### src/rtl/pipe_seq_pkg.sv
// Shared types for the pipeline sequencer: controller states, the per-cycle
// stage-control bundle and the canonical control patterns.
package pipe_seq_pkg;

    localparam int unsigned NUM_STAGE_REGS = 4;

    typedef enum logic [1:0] {
        RUN,
        MC_WAIT,
        DM_WAIT
    } pipe_seq_state_t;

    typedef struct packed {
        logic pc_en;
        logic fd_en;
        logic de_en;
        logic em_en;
        logic mw_en;
        logic fd_flush;
        logic de_flush;
        logic em_flush;
    } stage_ctrl_t;

    typedef logic [NUM_STAGE_REGS-1:0] reg_en_t;

    //                                           pc fd de em mw | fd de em flush
    localparam stage_ctrl_t CTRL_NORMAL  = 8'b1_1_1_1_1_0_0_0;
    localparam stage_ctrl_t CTRL_FREEZE  = 8'b0_0_0_0_0_0_0_0;
    localparam stage_ctrl_t CTRL_MC_HOLD = 8'b0_0_0_1_1_0_0_1;
    localparam stage_ctrl_t CTRL_RESET   = 8'b1_1_1_1_1_1_1_1;

    // Inter-stage register enables in pipeline order F->D, D->E, E->M, M->W.
    function automatic reg_en_t reg_enables(input stage_ctrl_t c);
        return {c.fd_en, c.de_en, c.em_en, c.mw_en};
    endfunction

    function automatic logic any_flush(input stage_ctrl_t c);
        return c.fd_flush | c.de_flush | c.em_flush;
    endfunction

endpackage

### src/rtl/pipe_seq_dm_timer.sv
// Data-memory wait timer: counts stalled DM cycles and raises a sticky
// timeout flag once the count reaches DM_TIMEOUT.
module pipe_seq_dm_timer #(
    parameter int unsigned DM_TIMEOUT = 64
) (
    input  logic clk,
    input  logic rst,
    input  logic start,
    input  logic hold,
    output logic timeout_err
);

    localparam int unsigned W = $clog2(DM_TIMEOUT + 1);
    localparam logic [W-1:0] LIMIT = W'(DM_TIMEOUT);
    localparam logic [W-1:0] ONE   = W'(1);

    logic [W-1:0] cnt_q;
    logic [W-1:0] cnt_d;
    logic         err_q;

    // The stall cycle that enters the wait counts as the first wait cycle;
    // the dm_ready cycle is not a wait cycle.
    always_comb begin
        cnt_d = cnt_q;
        if (start) begin
            cnt_d = ONE;
        end else if (hold && (cnt_q != LIMIT)) begin
            cnt_d = cnt_q + ONE;
        end
    end

    always_ff @(posedge clk) begin
        if (rst) begin
            cnt_q <= '0;
            err_q <= 1'b0;
        end else begin
            cnt_q <= cnt_d;
            if (cnt_d == LIMIT) begin
                err_q <= 1'b1;
            end
        end
    end

    assign timeout_err = err_q;

endmodule

### src/rtl/pipeline_sequencer.sv
// Central stall/flush controller for the 5-stage pipeline.
// Define PIPE_SEQ_PERF_CNT_EN to build the stall/flush performance counters.
module pipeline_sequencer #(
    parameter int unsigned DM_TIMEOUT = 64,
    parameter int unsigned CNT_W      = 32
) (
    input  logic             clk,
    input  logic             rst,
    input  logic             hz_stall_req,
    input  logic             ex_redirect,
    input  logic             ex_mc_op,
    input  logic             mc_done,
    input  logic             m_mem_req,
    input  logic             dm_ready,
    output logic             mc_start,
    output logic             pc_en,
    output logic             fd_en,
    output logic             de_en,
    output logic             em_en,
    output logic             mw_en,
    output logic             fd_flush,
    output logic             de_flush,
    output logic             em_flush,
    output logic             dm_timeout_err,
    output logic [CNT_W-1:0] stall_cycles,
    output logic [CNT_W-1:0] flush_events
);

    import pipe_seq_pkg::*;

    pipe_seq_state_t state_q;
    pipe_seq_state_t state_d;
    stage_ctrl_t     ctrl;
    reg_en_t         reg_en;
    logic            eval_run;
    logic            chk_mc;
    logic            dm_start;
    logic            dm_hold;

    always_ff @(posedge clk) begin
        if (rst) begin
            state_q <= RUN;
        end else begin
            state_q <= state_d;
        end
    end

    // Completion cycles of either wait fall through to the RUN priority
    // chain; a finishing multi-cycle op must not restart itself.
    always_comb begin
        ctrl     = CTRL_NORMAL;
        mc_start = 1'b0;
        state_d  = state_q;
        dm_start = 1'b0;
        dm_hold  = 1'b0;
        eval_run = 1'b0;
        chk_mc   = 1'b1;

        case (state_q)
            RUN: begin
                eval_run = 1'b1;
            end
            DM_WAIT: begin
                if (dm_ready) begin
                    eval_run = 1'b1;
                end else begin
                    ctrl    = CTRL_FREEZE;
                    dm_hold = 1'b1;
                end
            end
            MC_WAIT: begin
                if (mc_done) begin
                    eval_run = 1'b1;
                    chk_mc   = 1'b0;
                end else begin
                    ctrl = CTRL_MC_HOLD;
                end
            end
            default: begin
                state_d = RUN;
            end
        endcase

        if (eval_run) begin
            state_d = RUN;
            if (m_mem_req && !dm_ready) begin
                ctrl     = CTRL_FREEZE;
                dm_start = 1'b1;
                state_d  = DM_WAIT;
            end else if (chk_mc && ex_mc_op) begin
                ctrl     = CTRL_MC_HOLD;
                mc_start = 1'b1;
                state_d  = MC_WAIT;
            end else if (ex_redirect) begin
                ctrl.fd_flush = 1'b1;
                ctrl.de_flush = 1'b1;
            end else if (hz_stall_req) begin
                ctrl.pc_en    = 1'b0;
                ctrl.fd_en    = 1'b0;
                ctrl.de_flush = 1'b1;
            end
        end

        // Reset drains the pipeline by clocking bubbles through every stage.
        if (rst) begin
            ctrl     = CTRL_RESET;
            mc_start = 1'b0;
            dm_start = 1'b0;
            dm_hold  = 1'b0;
            state_d  = RUN;
        end
    end

    assign reg_en = reg_enables(ctrl);
    assign {fd_en, de_en, em_en, mw_en} = reg_en;
    assign pc_en    = ctrl.pc_en;
    assign fd_flush = ctrl.fd_flush;
    assign de_flush = ctrl.de_flush;
    assign em_flush = ctrl.em_flush;

    pipe_seq_dm_timer #(
        .DM_TIMEOUT (DM_TIMEOUT)
    ) u_dm_timer (
        .clk         (clk),
        .rst         (rst),
        .start       (dm_start),
        .hold        (dm_hold),
        .timeout_err (dm_timeout_err)
    );

`ifdef PIPE_SEQ_PERF_CNT_EN
    localparam logic [CNT_W-1:0] CNT_ONE = CNT_W'(1);

    logic [CNT_W-1:0] stall_q;
    logic [CNT_W-1:0] flush_q;

    always_ff @(posedge clk) begin
        if (rst) begin
            stall_q <= '0;
            flush_q <= '0;
        end else begin
            if (!ctrl.pc_en && (stall_q != '1)) begin
                stall_q <= stall_q + CNT_ONE;
            end
            if (any_flush(ctrl) && (flush_q != '1)) begin
                flush_q <= flush_q + CNT_ONE;
            end
        end
    end

    assign stall_cycles = stall_q;
    assign flush_events = flush_q;
`else
    assign stall_cycles = '0;
    assign flush_events = '0;
`endif

endmodule

### config.mk
export PLATFORM = sky130hd
export DESIGN_NAME = pipeline_sequencer
export DESIGN_NICKNAME = d
export VERILOG_FILES = /design/src/rtl/pipe_seq_pkg.sv /design/src/rtl/pipe_seq_dm_timer.sv /design/src/rtl/pipeline_sequencer.sv
export SDC_FILE = /design/constraint.sdc
export NUM_CORES = 1
export LEC_CHECK = 0
export CAP_MARGIN = 20
export CORE_ASPECT_RATIO = 1.25
export CORE_MARGIN = 5
export CORE_UTILIZATION = 37
export DETAILED_ROUTE_END_ITERATION = 10
export GPL_TIMING_DRIVEN = 0
export PLACE_DENSITY = 0.84
export SETUP_SLACK_MARGIN = 0.02
export SLEW_MARGIN = 20
export SYNTH_ARGS = -nofsm -noshare
export SYNTH_HDL_FRONTEND = slang
export SYNTH_SLANG_ARGS = --single-unit
### constraint.sdc
create_clock -name clk -period 2.26 [get_ports clk]
set_input_delay 0.226 -clock clk [delete_from_list [all_inputs] [get_ports clk]]
set_output_delay 0.226 -clock clk [all_outputs]
set_load 0.02 [all_outputs]
## Word-level counts from Yosys, hierarchy flattened

Index checks and enable logic that the tools add are counted.

| storage, ports and cells | value |
|---|---|
| logic and storage cells | 51 |
| output and inout port bits | 74 |
| bits in registers | 10 |
| bits of input ports | 8 |

| operators by class | value |
|---|---|
| $add $sub $neg | 1 |
| muxes and demuxes | 36 |
| reduce and logical (&&, ||, !) cells | 6 |
| eq/ne operators | 5 |

Operators with widths:

| kind | number |
|---|---|
| $mux W8 | 5 |
| $mux W1 | 19 |
| $pmux W8 S2 | 1 |
| $mux W2 | 7 |
| $mux W7 | 2 |
| $add A7 B1 Y7 const B | 1 |
| $eq A7 B7 Y1 const B | 1 |
| $ne A7 B7 Y1 const B | 1 |
| $logic_and A1 B1 Y1 | 3 |
| $mux W3 | 1 |
| $pmux W1 S3 | 1 |
| $reduce_or A3 Y1 | 1 |
| $eq A2 B1 Y1 const B | 1 |
| $eq A2 B2 Y1 const B | 1 |
| $logic_not A2 Y1 | 1 |
| $ne A2 B1 Y1 const B | 1 |
| $logic_not A1 Y1 | 1 |

## Depth between registers and ports, before layout

| logic depth | value |
|---|---|
| depth after elaboration | 8 |
| depth in mapped cells | 8 |
| mapped depth without buffers | 7 |

## Modules after synthesis

Synthesis repeated with hierarchy kept, for this count alone.

| second synthesis, totals | value |
|---|---|
| cells, all modules | 166 |
| area, all modules | 1,341.3 µm² |

Modules (own cells, without submodules):

| module | sequential area each (µm²) | instances | cells an instance | area each (µm²) |
|---|---|---|---|---|
| pipeline_sequencer | 40.0 | 1 | 110 | 852.1 |
| pipe_seq_dm_timer | 160.2 | 1 | 56 | 489.2 |

## Worst setup path after synthesis

No wires, ideal clock.

| timing | value |
|---|---|
| path type | register to output |
| start point | reg state_q[1] |
| end point | out mw_en |
| path slack | 0.314 ns |
| data arrival time | 1.720 ns |
| required time | 2.034 ns |
| path buffers | 1 |
| stages on the path, launching flop included | 9 |
| path through | dfxtp_1 > inv_1 > ha_1 > a21oi_1 > a21oi_1 > nand2_1 > o21ai_0 > nand3_1 > buf_4 |

| on the way | value |
|---|---|
| longest elaborated chain between the ends | 7 |
| elaborated cells between the ends (all ways) | 11 |
| those cells by class | eq/ne: 2; mux: 7; reduce/logical: 2 |

Ends and longest elaborated chain:

| what | line | text |
|---|---|---|
| start, declared | pipeline_sequencer.sv:31 | `pipe_seq_state_t state_q;` |
| start signal, assigned | pipeline_sequencer.sv:44 | `state_q <= state_d;` |
| $eq A2 B1 Y1 | pipeline_sequencer.sv:59 | `case (state_q)` |
| $mux W1 | pipeline_sequencer.sv:59 |  |
| $logic_and A1 B1 Y1 | pipeline_sequencer.sv:90 | `end else if (chk_mc && ex_mc_op) begin` |
| $mux W3 | pipeline_sequencer.sv:90 |  |
| $mux W8 | pipeline_sequencer.sv:86 | `if (m_mem_req && !dm_ready) begin` |
| $mux W8 (*) | pipeline_sequencer.sv:84 | `if (eval_run) begin` |
| $mux W8 (*) | pipeline_sequencer.sv:105 | `if (rst) begin` |
| end, declared | pipeline_sequencer.sv:20 | `output logic mw_en,` |

Mark *: on every way between the ends. The rest lies on a longest branch, timed or not.

## Worst setup path in the final report

| timing | value |
|---|---|
| start point | reg state_q[0] |
| end point | out em_en |

| on the way | value |
|---|---|
| longest elaborated chain between the ends | 7 |
| elaborated cells between the ends (all ways) | 11 |
| those cells by class | eq/ne: 2; mux: 7; reduce/logical: 2 |

Ends and longest elaborated chain:

| what | line | text |
|---|---|---|
| $eq A2 B1 Y1 | pipeline_sequencer.sv:59 |  |
| $mux W1 | pipeline_sequencer.sv:59 |  |
| $logic_and A1 B1 Y1 | pipeline_sequencer.sv:90 |  |
| $mux W3 | pipeline_sequencer.sv:90 |  |
| $mux W8 | pipeline_sequencer.sv:86 |  |
| $mux W8 (*) | pipeline_sequencer.sv:84 |  |
| $mux W8 (*) | pipeline_sequencer.sv:105 |  |
| end, declared | pipeline_sequencer.sv:19 | `output logic em_en,` |

Marks and branches as above.

==> summary by stage <==
Synth
For this run, asynchronously set or reset flops after synthesis account for 0%. The biggest area contributor in the post-synthesis netlist is buf_4. Averaged over all synthesized cells, the footprint is ~8.0 sq um. The number of synthesis warnings is 0. The flip-flop cell with the highest count after synthesis is dfxtp_1. By instance count, the leading cell after synthesis is buf_4. By count the netlist is led by 66 x buf_4, 11 x nand2_1, 11 x nor2_1, 10 x dfxtp_1, 9 x a21oi_1. Counting distinct cell types in the post-synthesis netlist gives 33. After synthesis, the cell types taking the most area are buf_4 38%, dfxtp_1 16%, ha_1 6.8%. Synthesis inferred 10 register bits.

The cell count after synthesis is 161. The number of flops mapped to enable cells by yosys is 0. The mapped cell area is 1289 sq um.

The sequential share of the synthesized area is about 16%. Summed over its instances, the top area cell type makes up approximately two fifths of the synthesized netlist area.

Die
The floorplan step set the die width to 62.79 microns. The die outline area is ~4800 sq um. The total core area is between 3000 and 4000 sq um. For this configuration, the core starts out at a cell density of between 30% and 40%.

After floorplanning, the core was divided into 24 placement rows. The number of primary I/O pins is between 80 and 90. In this run the vertical extent of the chip is approximately 76 microns.

Finish
Summing all non-filler instances in the final layout gives an area of about 1800 sq um. The repair_antennas step left the layout with diodes totalling 0. The finished layout holds 288 standard cells, fillers aside. At the end of the flow, the number of nets in the layout was about 270.

Cells with a size suffix above 1 make up between 40% and 50% of the layout. The synthesis-to-layout area growth is 42.04%.

Worst setup path
Along the worst path, the maximum fanout reaches 6. The worst setup path is launched from a register. The category of the critical setup timing path is reg -> out.

The largest single stage delay on the critical path is 0.34 ns. The arrival time at the worst endpoint is slightly below 2 ns. The signal on the critical path passes through inv_1, ha_1, nand2_2, a21oi_4, nand4_1, nand3_1, clkdlybuf4s15_1. The slowest stage of the critical path belongs to the cell dfxtp_2. The depth of the worst register-to-register path is 7.

The worst endpoint required time is approximately 2 ns. The nature of the critical path endpoint is an output port.

Route
The number of search-and-repair iterations in the first detailed-routing pass is 4. The detailed router placed approximately 1.1k vias in this run. For this block, the initial DRC count from the detailed router was 12. The detail route stage leaves a number of antenna-violating nets equal to 0. The routed design has between 2000 and 3000 microns of wire. The detailed-route wire length per cell is around 9.7 microns. In the routed layout, each cell is associated on average with a via count of 3.854. The detailed-route DRC error count is 0.

Timing
The worst clock skew on the final layout is between 0.002 and 0.003 ns. The number of failing hold endpoints at the final stage came to 0. Subtracting the final worst setup slack from the clock period gives between 2 and 2.5 ns.

In the finished design, the share of the clock period the worst path needs comes to around 96%. In this run the tightest slew margin relative to its limit is 59.47%. The number of pins with negative max-slew slack in the final report came to 0.

Setup violations remaining at the end of the flow were counted as 0. Timing would allow up to roughly 460 MHz. At the pin with the least slew margin, the transition time is between 0.6 and 0.7 ns.

Global route
After global routing the overflow that remains totals 0. The first-pass GRT wire length is roughly 4500 microns. The number of antenna violations at the first check in global routing is 0. The via count of the first global-routing pass is approximately 1.1k. The largest net degree at the start of global routing is 10. The global router's overall resource usage is between 10% and 20%.

Clock tree
The H-tree depth is 1. The clock transition at the register clock pins on the worst setup and hold paths after CTS is around 0.05 ns. The clock tree from TritonCTS is built.

The number of CTS-inserted buffers is 3. The clock drives 10 sinks. The maximum buffer depth of the clock tree is 2. For the worst-skew pair, the clock arrives at the later sink with an insertion delay of about 0.23 ns.

The cell sitting at the root of the clock tree is a clkbuf_8.

Min path
The count of cells along the worst hold path is 2. The classification of the worst-slack hold path is in -> reg.

Placed design
At the end of routability-driven placement, the weighted congestion stood at roughly 0.86. The number of placed cells counting well taps is about 280. The placed instances occupy a cell area of ~1700 sq um. The HPWL after detailed placement is between 2000 and 2500 microns. The count of input and output buffers is 16.

Job
Across the run, the number of max-cap violations was 0.

Pwr
The static power due to leakage is 0.0009927 uW. The highest ir drop seen on vdd is approximately 0.26 mV. The power density relative to cell area is 397.5 nW/um^2.

Run status
The flow ran to the end, and the final reports show no timing, DRC or antenna violations.
## stage by stage
step                total power [uW]  utilization [%]  setup TNS, ns  setup WS (ns)  hold WS [ns]
floorplan                      457.8                -              0         0.3143        0.4207
global placement               517.3            50.66         -2.953        -0.4952        0.4398
detailed placement             520.6            50.66         -3.260        -0.5508        0.4459
CTS                            716.6            52.96              0       0.007599        0.1895
global route                   773.9            53.47       -0.01940       -0.01940        0.1941
finish                         727.5            53.47              0        0.09492        0.1904
## critical path: cells and delay by family (launching register included)
| kind | cells | cell delay [ns] |
|---|---|---|
| AO/OA/AOI/OAI | 1 | 0.22 |
| AND/OR/NAND/NOR | 3 | 0.54 |
| adder cells (fa/ha/maj) | 1 | 0.19 |
| buffers and inverters | 2 | 0.41 |
| flip-flops | 1 | 0.34 |
## cells by family after synthesis
group | synth area share (%)
AOI/OAI and AO/OA | 10.58
and+or+nand+nor | 18.45
DFF | 15.53
buffers and inverters | 41.65
other | 0.2910
muxes | 1.941
xor gates and xnor gates | 4.757
adders and majority gates | 6.796
## final timing paths
path	endpoint	slack, ns	from
worst max-delay path	em_en	0.09	state_q[0]$_SDFFE_PP0P_
worst min-delay path	state_q[1]$_SDFFE_PP0P_	0.19	rst
worst max register to register	u_dm_timer.timeout_err$_SDFFE_PP0N_	0.37	state_q[0]$_SDFFE_PP0P_
worst min register to register	u_dm_timer.timeout_err$_SDFFE_PP0N_	0.48	u_dm_timer.timeout_err$_SDFFE_PP0N_
## state kept, by name, indices dropped and copies added, names as in the netlist
name	count
u_dm_timer.timeout_err	1
state_q	2
u_dm_timer.cnt_q	7
## area by class of cell
class                   instances  area (sq um)
multi-input cells             141         819.5
inverters                       5         18.77
repair buffers                 22         181.4
flip-flops and latches         10         202.7
plain buffers                  68         518.0
fillers                       353          1593
clock buffers                   3         41.29
well taps                      39         48.80
## repair_timing
item	CTS	global route
endpoints found under the setup margin	9	7
buffers inserted	3	3
hold buffers	0	0
pin swaps	2	2
hold endpoints to repair	0	0
gates resized for setup	20	9
gates cloned	0	0
## per-layer routing
metal	part of all wire [%]	GRT usage (%)	up-vias
li1	-	-	577
met1	34	10.38	463
met2	53	20.54	61
met3	10	4.572	9
met4	2.9	4.671	0
met5	0	0	-
## report_power, final
group          leakage (uW)  switching [uW]  internal (uW)
logic              0.000889             203            153
clock network     0.0000216            68.2            117
registers         0.0000818            5.50            182
## layout by cell type (no fill, tap or decap), types with 2 or more instances in the layout
master | Yosys | final
ha_1 | 7 | 6
a21oi_2 | 0 | 2
o21ai_0 | 2 | 2
nor3_1 | 2 | 2
xnor2_1 | 3 | 3
clkbuf_2 | 0 | 3
dfxtp_2 | 0 | 2
inv_1 | 5 | 5
buf_4 | 66 | 73
conb_1 | 1 | 64
nor2_1 | 11 | 11
dlygate4sd2_1 | 0 | 5
buf_6 | 2 | 2
nand2_1 | 11 | 9
clkbuf_8 | 0 | 3
clkdlybuf4s50_1 | 0 | 6
a21oi_1 | 9 | 6
dfxtp_1 | 10 | 8
nand4_1 | 3 | 3
nand2b_1 | 3 | 3
nand3_1 | 5 | 5
xor2_1 | 4 | 4
nand2_2 | 0 | 2
Power figures use the tool's default switching activity.
